File: src/rtl/expected_in_serial_averager.sv
// Serial backward-path averager: accumulates M per-neuron expected_in vectors,
// divides every lane by M with a shared restoring divider, then hands the result out.
module expected_in_serial_averager #(
    parameter int N = 16,
    parameter int M = 36,
    parameter int W = 16
) (
    input  logic                 clock,
    input  logic                 reset_n,
    input  logic                 flush,
    input  logic                 in_valid,
    output logic                 in_ready,
    input  logic [N*W-1:0]       in_data,
    output logic                 out_valid,
    input  logic                 out_ready,
    output logic [N*W-1:0]       out_data,
    output logic [$clog2(M)-1:0] beat_idx,
    output logic                 busy
);
    localparam int CW    = $clog2(M);
    localparam int ACC_W = W + CW;
    localparam int SW    = $clog2(ACC_W + 1);

    localparam logic [CW:0]   DIVISOR   = (CW + 1)'(M);
    localparam logic [CW-1:0] LAST_BEAT = CW'(M - 1);
    localparam logic [SW-1:0] LAST_STEP = SW'(ACC_W);

    typedef enum logic [1:0] {ACCUM, DIVIDE, OUTPUT} state_t;

    state_t           state;
    logic [ACC_W-1:0] acc [N];
    logic [CW-1:0]    rem [N];
    logic [SW-1:0]    step;

    logic [CW:0]      rem_sh [N];
    logic [CW-1:0]    rem_nx [N];
    logic [N-1:0]     q_bit;

    // One restoring step per lane; the remainder stays below M, so CW bits hold it.
    always_comb begin
        for (int unsigned i = 0; i < N; i++) begin
            rem_sh[i] = {rem[i], acc[i][ACC_W-1]};
            if (rem_sh[i] >= DIVISOR) begin
                q_bit[i]  = 1'b1;
                rem_nx[i] = CW'(rem_sh[i] - DIVISOR);
            end else begin
                q_bit[i]  = 1'b0;
                rem_nx[i] = rem_sh[i][CW-1:0];
            end
        end
    end

    always_ff @(posedge clock or negedge reset_n) begin
        if (!reset_n) begin
            state     <= ACCUM;
            beat_idx  <= '0;
            step      <= '0;
            out_valid <= 1'b0;
            out_data  <= '0;
            in_ready  <= 1'b1;
            busy      <= 1'b0;
            for (int unsigned i = 0; i < N; i++) begin
                acc[i] <= '0;
                rem[i] <= '0;
            end
        end else if (flush) begin
            state     <= ACCUM;
            beat_idx  <= '0;
            step      <= '0;
            out_valid <= 1'b0;
            in_ready  <= 1'b1;
            busy      <= 1'b0;
            for (int unsigned i = 0; i < N; i++) begin
                acc[i] <= '0;
                rem[i] <= '0;
            end
        end else begin
            case (state)
                ACCUM: begin
                    if (in_valid && in_ready) begin
                        for (int unsigned i = 0; i < N; i++)
                            acc[i] <= acc[i] + ACC_W'(in_data[i*W +: W]);
                        if (beat_idx == LAST_BEAT) begin
                            beat_idx <= '0;
                            state    <= DIVIDE;
                            in_ready <= 1'b0;
                            busy     <= 1'b1;
                        end else begin
                            beat_idx <= beat_idx + CW'(1);
                        end
                    end
                end
                DIVIDE: begin
                    // Quotient bits shift into acc from the bottom; after ACC_W steps acc holds the quotient.
                    if (step == LAST_STEP) begin
                        for (int unsigned i = 0; i < N; i++)
                            out_data[i*W +: W] <= acc[i][W-1:0];
                        out_valid <= 1'b1;
                        step      <= '0;
                        state     <= OUTPUT;
                    end else begin
                        for (int unsigned i = 0; i < N; i++) begin
                            acc[i] <= {acc[i][ACC_W-2:0], q_bit[i]};
                            rem[i] <= rem_nx[i];
                        end
                        step <= step + SW'(1);
                    end
                end
                OUTPUT: begin
                    if (out_ready) begin
                        out_valid <= 1'b0;
                        in_ready  <= 1'b1;
                        busy      <= 1'b0;
                        state     <= ACCUM;
                        for (int unsigned i = 0; i < N; i++) begin
                            acc[i] <= '0;
                            rem[i] <= '0;
                        end
                    end
                end
                default: state <= ACCUM;
            endcase
        end
    end
endmodule

File: config.mk
export PLATFORM = sky130hd
export DESIGN_NAME = expected_in_serial_averager
export DESIGN_NICKNAME = d
export VERILOG_FILES = /design/src/rtl/expected_in_serial_averager.sv
export SDC_FILE = /design/constraint.sdc
export NUM_CORES = 2
export LEC_CHECK = 0
export CAP_MARGIN = 20
export CORE_UTILIZATION = 40
export DETAILED_ROUTE_END_ITERATION = 8
export PLACE_DENSITY = 0.7
export SYNTH_ARGS = -nofsm -noshare
export SYNTH_HDL_FRONTEND = slang
export SYNTH_SLANG_ARGS = --single-unit
File: constraint.sdc
create_clock -name clock -period 9.5 [get_ports clock]
set_clock_uncertainty 0.2 [all_clocks]
set_input_delay 2.375 -clock clock [delete_from_list [all_inputs] [get_ports clock]]
set_output_delay 2.375 -clock clock [all_outputs]
set_load 0.01 [all_outputs]
==> flow_summary.ini <==
[power]
p_leak_nw = 25.3
power_density_nw_per_um2 = 296
peakVddDrop_mv = 0.370

[place]
place_ws_ns = 2.99
port_buffers = 525
dp.cells = 7066
hpwl_um = 96200
place.gp.congestion = 0.891

[sta]
fin_crit_sh_pct = 61.5
slew_headroom_pct = 27.1
worst_pin_slew_ns = 1.09
hold_viol = 0
post-route-min-period_ns = 5.84
setup_ws_ns = 3.66
slew_viol_final = 0
fin_tns_setup_ns = 0
setup_viol = 0
whs_ns = 0.269
fmax_mhz = 171
rsz0062_at_grt = no

[synthesis]
synth_seq_cells = 720
synthArstFlopShare_pct = 100
synthesis.area_um2 = 45000
synth_warnings = 0
synth_largest_area_cell = dfrtp_1
synthSimpleGateAreaFrac_pct = 18.9
synth.distinct_cells = 95
seq_area_frac_synth_pct = 40.0
synth_edf_count = 0
avgSynthCellArea_um2 = 8.47
yosys.area.top_type_share_pct = 40.0
synth.area.top_cells = dfrtp_1 40%, nand2_1 9.7%, ha_1 8.2%
muxShareOfSynthArea_pct = 0.820
synth_cells = 5314
synthAdderAreaFrac_pct = 8.91
synthFlopType = dfrtp_1
synth_xor_area_share_pct = 4.11
synth-compound-area-share_pct = 23.6
synth_fp_nets = 5886
synth_top_family_by_area = compound AO/OA/AOI/OAI gates

[global_routing]
grt_pass1_wl_um = 224000
grtUsageMet3_pct = 3.38
antenna_found_initial = 12
grt_usage_pct = 24.5
use_met2_pct = 40.4
grt_max_degree = 196
busiest_layer = met2
grtUsageMet1_pct = 32.8
grt_overflow = 0
first_global_vias = 39800

[drt]
wl_per_cell_um = 19.7
drt_iter0_drc = 3359
drc_errors = 0
routed_via_density = 5.73
drt_pre_antenna_iters = 6
drtAntennaViolNets = 0
num_vias = 41400
wirelength_um = 142000

[cts]
htree_levels = 3
hold_buffers = 0
cts.sinks = 720
cts-buffers-inserted = 85
cts_tree = yes
cts_setup_buffers = 0
clockBufferDepth = 3
clk_pin_slew_ns = 0.06
root_buffer = clkbuf_16
clkLatencyLatePin_ns = 0.67
ctsResizeCount = 0

[status]
status = finished clean

[floorplanning]
die_h_um = 337
dieArea_um2 = 114000
start_util_pct = 40.5
ios = 526
core-area_um2 = 111000
rows = 122
die_x_um = 337

[worst_setup_path]
crit_top_cell = buf_4
worstPathRequired_ns = 9.85
critPathMaxStageDelay_ns = 0.75
worstPathArrival_ns = 6.19
critPathLaunchType = input pin
slowest_stage = buf_4
crit_fanout = 88
cp_cell_sequence = buf_4, buf_4, inv_1, buf_4, o21a_1, nor3_4, buf_4, buf_4, nand2_1, nor4_1, mux2_2, nor3_1
critPathKind = in -> reg
cp-end-kind = flip-flop

[finish]
areaGrowthSynthToFinish_pct = 21.0
n_fill_cell = 10500
fin_cells = 7232
drive_above_1_share_pct = 4.59
layout.cells.most_common_list = 1163 x nand2_1, 719 x dfrtp_1, 523 x clkdlybuf4s50_1
final_nets = 6239
layout_commonest_cell = nand2_1

[run]
cap_viol_max_count = 0

[min_path]
min-delay-path-class = reg -> reg
layer usage:
metal  share of wire, %  wire [µm]
met1                 44      62000
met2                 47      67500
met3                5.6       7950
met4                3.2       4580
met5              0.053         75
stage by stage:
stage               total power (W)  util [%]  area, µm²
floorplan                    0.0104         -      45000
global placement             0.0123      46.3      51400
detailed placement           0.0125      46.3      51400
CTS                          0.0161      49.0      54400
global route                 0.0173      49.0      54500
finish                       0.0161      49.0      54500
synthesized netlist by cell type (101+ instances only):
cell type,count
dfrtp_1,719
inv_1,117
o21ai_0,234
a21o_1,123
ha_1,295
nor2_1,436
o31ai_1,130
xnor2_1,130
clkbuf_1,217
nand2_1,1167
a221oi_1,101
a21oi_1,501
worst paths after layout:
| path | startpoint | end | slack, ns | depth (start not counted) |
|---|---|---|---|---|
| min reg2reg | out_data[144]$_DFFE_PN0P_ | out_data[144]$_DFFE_PN0P_ | 0.27 | 2 |
| max | flush | acc[87]$_DFFE_PN0P_ | 3.66 | 12 |
| min | out_data[144]$_DFFE_PN0P_ | out_data[144]$_DFFE_PN0P_ | 0.27 | 2 |
| max reg2reg | state[1]$_DFFE_PN0P_ | acc[305]$_DFFE_PN0P_ | 4.63 | 9 |
| max in group asynchronous | reset_n | out_data[172]$_DFFE_PN0P_ | 5.83 | 3 |
| min in group asynchronous | reset_n | out_data[227]$_DFFE_PN0P_ | 1.47 | 1 |
layout make-up:
| cell class | instances | area (µm²) | area share [%] |
|---|---|---|---|
| diodes | 8 | 20.0 | 0.0367 |
| repair buffers | 568 | 5700 | 10.5 |
| clock buffers | 121 | 2510 | 4.60 |
| clock inverters | 35 | 487 | 0.893 |
| well taps | 1488 | 1860 | 3.42 |
| flip-flops and latches | 720 | 18000 | 33.1 |
| inverters | 117 | 444 | 0.815 |
| multi-input cells | 4175 | 25400 | 46.7 |
logic make-up (layout without fill, tap and decap cells):
logic type,Yosys count,in the layout
simple gates,2025,2025
xor+xnor,211,211
buf+inv,419,841
mux,36,36
other cells,0,8
flops,720,720
fa+ha+maj,311,311
compound gates,1592,1592
flip-flops by register name (all words and copies together) (netlist names):
| signal | cells |
|---|---|
| acc | 352 |
| out_data | 256 |
| rem | 96 |
| beat_idx | 6 |
| step | 5 |
| state | 2 |
| busy | 1 |
| in_ready | 1 |
| out_valid | 1 |
report_power, final:
part / total, W / switching [W] / internal (W)
clock: 0.00351 / 0.00137 / 0.00214
combinational: 0.00802 / 0.00495 / 0.00306
sequential: 0.00459 / 0.000843 / 0.00375
total: 0.0161 / 0.00717 / 0.00895
worst max-delay path: cells and delay by family:
kind,cells,cell delay (ns)
simple gates,4,0.64
compound gates,1,0.23
mux,1,0.19
buf+inv,6,2.59
Note: power is estimated with default switching activity, not from simulation.
